`config.mk`:
```
export PLATFORM = sky130hd
export DESIGN_NAME = id_ex_reg_flat
export DESIGN_NICKNAME = d
export VERILOG_FILES = /design/src/rtl/id_ex_reg_if.sv /design/src/rtl/id_ex_reg.sv /design/src/flat_wrapper.sv
export SDC_FILE = /design/constraint.sdc
export NUM_CORES = 1
export LEC_CHECK = 0
export CORE_UTILIZATION = 41
export CTS_CLUSTER_SIZE = 10
export DETAILED_ROUTE_END_ITERATION = 8
export PLACE_DENSITY = 0.81
export SYNTH_ARGS = -nofsm -noshare
export SYNTH_HDL_FRONTEND = slang
export SYNTH_SLANG_ARGS = --single-unit
```
`constraint.sdc`:
```
create_clock -name clk -period 2.3 [get_ports clk]
set_input_delay 0.345 -clock clk [delete_from_list [all_inputs] [get_ports clk]]
set_output_delay 0.345 -clock clk [all_outputs]
set_load 0.05 [all_outputs]
```
`src/rtl/id_ex_reg_if.sv`:
```
// Decode-to-execute bundle for the ID/EX pipeline register.
// The master modport drives the ID side and the slave modport is the register itself.
interface id_ex_reg_if #(
  parameter int unsigned CTRL_W = 16,
  parameter int unsigned ADDR_W = 5
) ();
  logic [31:0]       immExtD;
  logic [31:0]       rsDataD;
  logic [31:0]       rtDataD;
  logic [ADDR_W-1:0] rsAddrD;
  logic [ADDR_W-1:0] rtAddrD;
  logic [ADDR_W-1:0] rdAddrD;
  logic              useRsD;
  logic              useRtD;
  logic [31:0]       pcPlus4D;
  logic [CTRL_W-1:0] ctrlD;
  logic              validD;
  logic              holdE;
  logic              flush;

  logic [31:0]       immExtE;
  logic [31:0]       rsDataE;
  logic [31:0]       rtDataE;
  logic [ADDR_W-1:0] rsAddrE;
  logic [ADDR_W-1:0] rtAddrE;
  logic [ADDR_W-1:0] rdAddrE;
  logic [31:0]       pcPlus4E;
  logic [CTRL_W-1:0] ctrlE;
  logic              validE;
  logic              loadUseStall;

  modport master (
    output immExtD, rsDataD, rtDataD, rsAddrD, rtAddrD, rdAddrD, useRsD, useRtD,
           pcPlus4D, ctrlD, validD, holdE, flush,
    input  immExtE, rsDataE, rtDataE, rsAddrE, rtAddrE, rdAddrE, pcPlus4E, ctrlE,
           validE, loadUseStall
  );

  modport slave (
    input  immExtD, rsDataD, rtDataD, rsAddrD, rtAddrD, rdAddrD, useRsD, useRtD,
           pcPlus4D, ctrlD, validD, holdE, flush,
    output immExtE, rsDataE, rtDataE, rsAddrE, rtAddrE, rdAddrE, pcPlus4E, ctrlE,
           validE, loadUseStall
  );
endinterface

```
`src/rtl/id_ex_reg.sv`:
```
// ID/EX pipeline register with load-use hazard detection, downstream hold and flush.
// A bubble zeroes the whole E bundle so forwarding never matches on stale indices.
module id_ex_reg #(
  parameter int unsigned CTRL_W = 16,
  parameter int unsigned ADDR_W = 5
) (
  input logic        clk,
  input logic        rst,
  id_ex_reg_if.slave bus
);

  typedef struct packed {
    logic [31:0]       imm;
    logic [31:0]       rs_data;
    logic [31:0]       rt_data;
    logic [ADDR_W-1:0] rs_addr;
    logic [ADDR_W-1:0] rt_addr;
    logic [ADDR_W-1:0] rd_addr;
    logic [31:0]       pc_plus4;
    logic [CTRL_W-1:0] ctrl;
    logic              valid;
  } stage_t;

  stage_t e_q, e_d, d_bundle;
  logic   rs_hit, rt_hit, load_use;

  assign d_bundle = '{
    imm:      bus.immExtD,
    rs_data:  bus.rsDataD,
    rt_data:  bus.rtDataD,
    rs_addr:  bus.rsAddrD,
    rt_addr:  bus.rtAddrD,
    rd_addr:  bus.rdAddrD,
    pc_plus4: bus.pcPlus4D,
    ctrl:     bus.ctrlD,
    valid:    bus.validD
  };

  // ctrl bit 0 marks a load; its rt is the destination the ID instruction may need.
  assign rs_hit   = bus.useRsD && (bus.rsAddrD == e_q.rt_addr);
  assign rt_hit   = bus.useRtD && (bus.rtAddrD == e_q.rt_addr);
  assign load_use = e_q.valid && e_q.ctrl[0] && bus.validD && (e_q.rt_addr != '0) &&
                    (rs_hit || rt_hit);

  always_comb begin
    e_d = e_q;
    if (bus.holdE) begin
      e_d = e_q;
    end else if (bus.flush || load_use) begin
      e_d = '0;
    end else begin
      e_d = d_bundle;
    end
  end

  always_ff @(posedge clk) begin
    if (rst) begin
      e_q <= '0;
    end else begin
      e_q <= e_d;
    end
  end

  assign bus.immExtE      = e_q.imm;
  assign bus.rsDataE      = e_q.rs_data;
  assign bus.rtDataE      = e_q.rt_data;
  assign bus.rsAddrE      = e_q.rs_addr;
  assign bus.rtAddrE      = e_q.rt_addr;
  assign bus.rdAddrE      = e_q.rd_addr;
  assign bus.pcPlus4E     = e_q.pc_plus4;
  assign bus.ctrlE        = e_q.ctrl;
  assign bus.validE       = e_q.valid;
  assign bus.loadUseStall = load_use;

endmodule

```
`src/flat_wrapper.sv`:
```
// flat-port wrapper written by rule: the top's interface ports become plain ports
module id_ex_reg_flat 
#(
  parameter int unsigned CTRL_W = 16,
  parameter int unsigned ADDR_W = 5
)
  (clk, rst, bus_immExtD, bus_rsDataD, bus_rtDataD, bus_rsAddrD, bus_rtAddrD, bus_rdAddrD, bus_useRsD, bus_useRtD, bus_pcPlus4D, bus_ctrlD, bus_validD, bus_holdE, bus_flush, bus_immExtE, bus_rsDataE, bus_rtDataE, bus_rsAddrE, bus_rtAddrE, bus_rdAddrE, bus_pcPlus4E, bus_ctrlE, bus_validE, bus_loadUseStall);
  id_ex_reg_if #(.CTRL_W(CTRL_W), .ADDR_W(ADDR_W)) bus_i ();
  input logic clk;
  input logic rst;
  input wire logic [$bits(bus_i.immExtD)-1:0] bus_immExtD;
  input wire logic [$bits(bus_i.rsDataD)-1:0] bus_rsDataD;
  input wire logic [$bits(bus_i.rtDataD)-1:0] bus_rtDataD;
  input wire logic [$bits(bus_i.rsAddrD)-1:0] bus_rsAddrD;
  input wire logic [$bits(bus_i.rtAddrD)-1:0] bus_rtAddrD;
  input wire logic [$bits(bus_i.rdAddrD)-1:0] bus_rdAddrD;
  input wire logic [$bits(bus_i.useRsD)-1:0] bus_useRsD;
  input wire logic [$bits(bus_i.useRtD)-1:0] bus_useRtD;
  input wire logic [$bits(bus_i.pcPlus4D)-1:0] bus_pcPlus4D;
  input wire logic [$bits(bus_i.ctrlD)-1:0] bus_ctrlD;
  input wire logic [$bits(bus_i.validD)-1:0] bus_validD;
  input wire logic [$bits(bus_i.holdE)-1:0] bus_holdE;
  input wire logic [$bits(bus_i.flush)-1:0] bus_flush;
  output wire logic [$bits(bus_i.immExtE)-1:0] bus_immExtE;
  output wire logic [$bits(bus_i.rsDataE)-1:0] bus_rsDataE;
  output wire logic [$bits(bus_i.rtDataE)-1:0] bus_rtDataE;
  output wire logic [$bits(bus_i.rsAddrE)-1:0] bus_rsAddrE;
  output wire logic [$bits(bus_i.rtAddrE)-1:0] bus_rtAddrE;
  output wire logic [$bits(bus_i.rdAddrE)-1:0] bus_rdAddrE;
  output wire logic [$bits(bus_i.pcPlus4E)-1:0] bus_pcPlus4E;
  output wire logic [$bits(bus_i.ctrlE)-1:0] bus_ctrlE;
  output wire logic [$bits(bus_i.validE)-1:0] bus_validE;
  output wire logic [$bits(bus_i.loadUseStall)-1:0] bus_loadUseStall;
  assign bus_i.immExtD = bus_immExtD;
  assign bus_i.rsDataD = bus_rsDataD;
  assign bus_i.rtDataD = bus_rtDataD;
  assign bus_i.rsAddrD = bus_rsAddrD;
  assign bus_i.rtAddrD = bus_rtAddrD;
  assign bus_i.rdAddrD = bus_rdAddrD;
  assign bus_i.useRsD = bus_useRsD;
  assign bus_i.useRtD = bus_useRtD;
  assign bus_i.pcPlus4D = bus_pcPlus4D;
  assign bus_i.ctrlD = bus_ctrlD;
  assign bus_i.validD = bus_validD;
  assign bus_i.holdE = bus_holdE;
  assign bus_i.flush = bus_flush;
  assign bus_immExtE = bus_i.immExtE;
  assign bus_rsDataE = bus_i.rsDataE;
  assign bus_rtDataE = bus_i.rtDataE;
  assign bus_rsAddrE = bus_i.rsAddrE;
  assign bus_rtAddrE = bus_i.rtAddrE;
  assign bus_rdAddrE = bus_i.rdAddrE;
  assign bus_pcPlus4E = bus_i.pcPlus4E;
  assign bus_ctrlE = bus_i.ctrlE;
  assign bus_validE = bus_i.validE;
  assign bus_loadUseStall = bus_i.loadUseStall;
  id_ex_reg #(.CTRL_W(CTRL_W), .ADDR_W(ADDR_W)) u_core (.clk(clk), .rst(rst), .bus(bus_i));
endmodule
```
# After elaboration in Yosys (flattened, before gate mapping)
# Index checks and enable logic that the tools add are counted.
word_totals:
  word_cells: 21
  ff_bits: 160
op_classes:
  n_mux: 1
  reduce_logical: 9
  eq_ne: 2
op_table:
  columns: ["op", "count"]
  rows:
  - ["$mux W160", 1]
  - ["$eq A5 B5 Y1", 2]
  - ["$logic_and A1 B1 Y1", 6]
  - ["$reduce_bool A5 Y1", 1]
  - ["$logic_or A1 B1 Y1", 2]

# Longest topological paths before layout
logic_depth:
  word_depth: 6
  depth_mapped: 6
  mapped_depth_nobuf: 4

# Worst setup path before layout
# Ideal clock, no wire load.
synth_timing:
  path_kind: "register -> output"
  from: "register u_core.e_q (netlist bit u_core.bus.rtAddrE[4])"
  to: "output bus_loadUseStall"
  required_ns: 1.955
  path_stages_with_launch: 6
  setup_slack_ns: -0.380
  path_buffers: 1
  arrival_time_ns: 2.335
  path_cell_list: "dfxtp_1 > xnor2_1 > nand4_1 > o22ai_1 > buf_2 > nor2b_1"
synth_between:
  elab_chain_len: 4
  elab_cells_between_ends: 8
synth_lines:
  columns: ["element", "line_no", "text"]
  rows:
  - ["start, declared", "id_ex_reg.sv:24", "stage_t e_q, e_d, d_bundle;"]
  - ["start signal, assigned", "id_ex_reg.sv:58", "e_q <= '0;"]
  - ["start signal, assigned", "id_ex_reg.sv:60", "e_q <= e_d;"]
  - ["$eq A5 B5 Y1, on equally long branches", "id_ex_reg.sv:40, id_ex_reg.sv:41", null]
  - ["$logic_and A1 B1 Y1, on equally long branches", "id_ex_reg.sv:40, id_ex_reg.sv:41", null]
  - ["$logic_or A1 B1 Y1", "id_ex_reg.sv:43", "(rs_hit || rt_hit);"]
  - ["$logic_and A1 B1 Y1 *", "id_ex_reg.sv:42", "assign load_use = e_q.valid && e_q.ctrl[0] && bus.validD && (e_q.rt_addr != '0) &&"]
  - ["end, declared", "flat_wrapper.sv:33", "output wire logic [$bits(bus_i.loadUseStall)-1:0] bus_loadUseStall;"]
# Mark *: on every way between the ends. The rest lies on a longest branch, timed or not.

# Worst setup path after layout
layout_timing:
  from: "input bus_rsAddrD[4]"
  to: "output bus_loadUseStall"
layout_between:
  elab_chain_len: 4
layout_lines:
  columns: ["element", "line_no", "text"]
  rows:
  - ["start, declared", "flat_wrapper.sv:14", "input wire logic [$bits(bus_i.rsAddrD)-1:0] bus_rsAddrD;"]
  - ["$eq A5 B5 Y1", "id_ex_reg.sv:40", "assign rs_hit = bus.useRsD && (bus.rsAddrD == e_q.rt_addr);"]
  - ["$logic_and A1 B1 Y1", "id_ex_reg.sv:40", null]
  - ["$logic_or A1 B1 Y1", "id_ex_reg.sv:43", null]
  - ["$logic_and A1 B1 Y1", "id_ex_reg.sv:42", null]
# No other way between the ends.

==> results list <==
* # nets final: 1198
- Starting density of the core: 0.419
* TritonCTS Sinks: 160
- After legalization and detailed placement, the total HPWL measured 14.6 mm.
- Max rail drop VDD: 0.000456 V
* Synth Warn #: 0
- Number of design-rule violations left by the first detailed-router iteration: 563
* Antenna violation net count after detailed routing: 0
* Count of final setup violators: 0
- For this run, design rule violations remaining after detail routing come to 0.
* Met1 wire length: 8.69 mm
* Multiplexer share of the synthesized area: 0
- Summed over all nets, wire length on met2 after detailed routing comes to 10.7 mm.
* #FFs+latches synth: 160
* Total chip power: 8.05 mW
* Die boundary height: 129 um
- Synthesis produced a netlist with a net count of 913.
- Clock Skew: 10.4 ps
- Sorting the synthesized cells by area gives the leading types as sky130_fd_sc_hd__dfxtp_1, sky130_fd_sc_hd__a32oi_1, sky130_fd_sc_hd__o21ai_1.
- After layout, the minimum clock period comes to 2230 ps.
- Kind of end point of the critical path: output port
* First-pass iteration count of the detailed router: 4
- Final hold viol count: 0
* Post-synthesis compound-gate area fraction: 0.337
* Pleak: 3.63 nW
- Count of input and output buffers: 326
- Relative to the synthesized area, the layout overhead comes to 61.6%.
* Antenna diodes: 0
- XOR/XNOR Fraction of Synth Area: 0.0132
- Mapped Avg Cell Area: 8.88 sq um
* Final Wtd Congestion: 0.763
* Overflow left after global routing: 0
- Period utilisation layout: 0.970
* Number of buffers between clock root and the deepest sink: 2
- The die covers 0.0167 sq mm.
- After synthesis the cells add up to 0.00664 sq mm.
- At the worst endpoint, the required time is 1960 ps.
* Total I/O pin count: 327
- By area, the combinational part of the netlist is dominated by compound AO/OA/AOI/OAI gates.
* Worst slew margin: 0.593
* Cell taking the most area after synthesis: sky130_fd_sc_hd__dfxtp_1
- Arrival time of the worst setup path: 1890 ps
* GRT Overall Usage: 0.249
- Setup Total Neg Slack: 0 ps
- Class of the most critical hold timing path: flop to flop
* Instance count of the mapped netlist: 747
* RSZ-0062 raised after global routing: no
- Pin slew with the least headroom to its limit: 610 ps
- Across the run, the number of max-cap violations was 0.
- Entering global routing, the biggest net connects 145 pins.
* Floorplan die width: 129 um
- Vias in the first global route: 6240
* Highest clock rate: 448 MHz
* Setup Crit Path Kind: primary input to output port
* Worst Setup Slack post-DPL: -14.9 ps
- Via total after detailed routing: 7014
* Post-synthesis share of cell area spent on full adders, half adders and majority gates: 0
- The share of synthesized area in the top cell type comes to 0.483.
- Post-detailed-route wirelength per cell: 17.4 um
* CP Max Fanout: 4
* Final setup margin: 70.0 ps
- TritonCTS clock tree: done
- The netlist uses 15 different library cells.
* Global-route wire length before repair: 32.9 mm
* Sequential-to-total area share from yosys stat: 0.483
- CP Launch Type: primary input
- At the later pin of the worst-skew pair, clock insertion delay measures 420 ps.
- The max-slew violation count came to 0.
- In the routed layout, each cell is associated on average with a via count of 5.57.
- Wire segments on met3 add up to 1.73 mm in the final route.
* Clk slew on worst S/H paths: 60 ps
* Outcome: finished clean
- Uppermost layer routed: met4
* Hold buffer count at cts: 0
* Placeable core region: 0.0158 sq mm
- Clock root buffer master: sky130_fd_sc_hd__clkbuf_16
- The floorplan has 46 rows.
* Initial antenna violation count: 0
- Buffers inserted during clock tree synthesis total 17.
* Total number of H-tree levels: 4
- The routed design has 21.9 mm of wire.
- Simple-gate share of the synthesized area: 0.0979
* Power Density: 750 mW/mm^2
- Share of layout cells above drive strength 1: 0.0661
==> cells in the final DEF (no fill, tap or decap), types with 5 or more instances in the layout <==
master and count:
sky130_fd_sc_hd__buf_12 12, sky130_fd_sc_hd__nand2_1 162, sky130_fd_sc_hd__dfxtp_1 155, sky130_fd_sc_hd__clkdlybuf4s50_1 325, sky130_fd_sc_hd__o21ai_1 156, sky130_fd_sc_hd__dfxtp_2 5, sky130_fd_sc_hd__buf_4 16, sky130_fd_sc_hd__clkbuf_16 17
sky130_fd_sc_hd__a32oi_1 160, sky130_fd_sc_hd__xnor2_1 10
==> state kept, by name (all words and copies together), names as in the netlist, 5 cells and up <==
signal               flops
u_core.bus.immExtE      32
u_core.bus.pcPlus4E     32
u_core.bus.rsDataE      32
u_core.bus.rtDataE      32
u_core.bus.ctrlE        16
u_core.bus.rdAddrE       5
u_core.bus.rsAddrE       5
u_core.bus.rtAddrE       5
==> through the flow <==
stage / area, sq um / hold WS [ps] / util / instances
final: 10700 / 471 / 0.678 / 1260
after global routing: 10700 / 489 / 0.678 / 1260
after CTS: 10700 / 474 / 0.678 / 1260
after detailed placement: 10100 / 457 / 0.637 / 1228
after global placement: 10100 / 451 / 0.637 / 1228
after floorplan: 6640 / 470 / - / 747
==> cells by family (layout without fill, tap and decap cells) <==
group | after synthesis | after routing
XOR/XNOR | 10 | 10
AND/OR/NAND/NOR | 168 | 168
flip-flops | 160 | 160
buffers and inverters | 87 | 384
AO/OA/AOI/OAI | 322 | 322
==> cell usage after synthesis <==
| library cell | number |
|---|---|
| sky130_fd_sc_hd__buf_8 | 10 |
| sky130_fd_sc_hd__o22ai_1 | 1 |
| sky130_fd_sc_hd__buf_2 | 17 |
| sky130_fd_sc_hd__nand4_1 | 2 |
| sky130_fd_sc_hd__a32oi_1 | 160 |
| sky130_fd_sc_hd__o2111ai_4 | 1 |
| sky130_fd_sc_hd__xnor2_1 | 10 |
| sky130_fd_sc_hd__nor2b_1 | 2 |
| sky130_fd_sc_hd__dfxtp_1 | 160 |
| sky130_fd_sc_hd__o21ai_1 | 156 |
| sky130_fd_sc_hd__or4_4 | 1 |
| sky130_fd_sc_hd__clkbuf_1 | 60 |
| sky130_fd_sc_hd__nor3_1 | 1 |
| sky130_fd_sc_hd__nand2_1 | 162 |
| sky130_fd_sc_hd__o21ai_0 | 4 |
==> worst max-delay path, stage by stage <==
cell	delay, ps
sky130_fd_sc_hd__clkdlybuf4s50_1	490
sky130_fd_sc_hd__xnor2_1	240
sky130_fd_sc_hd__nand4_1	170
sky130_fd_sc_hd__o22ai_4	260
sky130_fd_sc_hd__nor2b_4	220
sky130_fd_sc_hd__buf_12	150
==> final timing paths <==
check                              start                     end  slack [ps]  cells after the start
hold reg to reg   u_core.bus.rsDataE[23]  u_core.bus.rsDataE[23]         470                      2
setup reg to reg   u_core.bus.rtAddrE[0]  u_core.bus.rsDataE[14]         190                      6
setup / recovery          bus_rsAddrD[4]        bus_loadUseStall          70                      6
hold / removal    u_core.bus.rsDataE[23]  u_core.bus.rsDataE[23]         470                      2
==> repair_timing <==
item,4_1_cts,5_1_grt
setup endpoints to repair,1,1
gates cloned,0,0
pin swaps,1,1
buffers inserted,1,0
gates resized for setup,1,0
hold endpoints to repair,0,0
==> final cells by class <==
cell class                 instances  area, sq um
sequential                       160         3210
clock inverter                    12          184
multi-input combinational        500         3010
tap                              216          270
clock buffer                      19          443
fill                            1284         5100
timing repair buffer             353         3610
==> metal layers <==
metal,track usage,up-vias
met5,0,-
met4,0.125,0
met3,0.0702,55
met2,0.405,299
met1,0.301,3251
li1,-,3409
==> power breakdown <==
group | switching, mW | internal, mW | total (mW)
clock network | 1.17 | 1.85 | 3.02
logic | 1.16 | 0.760 | 1.92
registers | 0.123 | 2.98 | 3.10
total | 2.45 | 5.59 | 8.05
(Power assumes the default switching activity.)
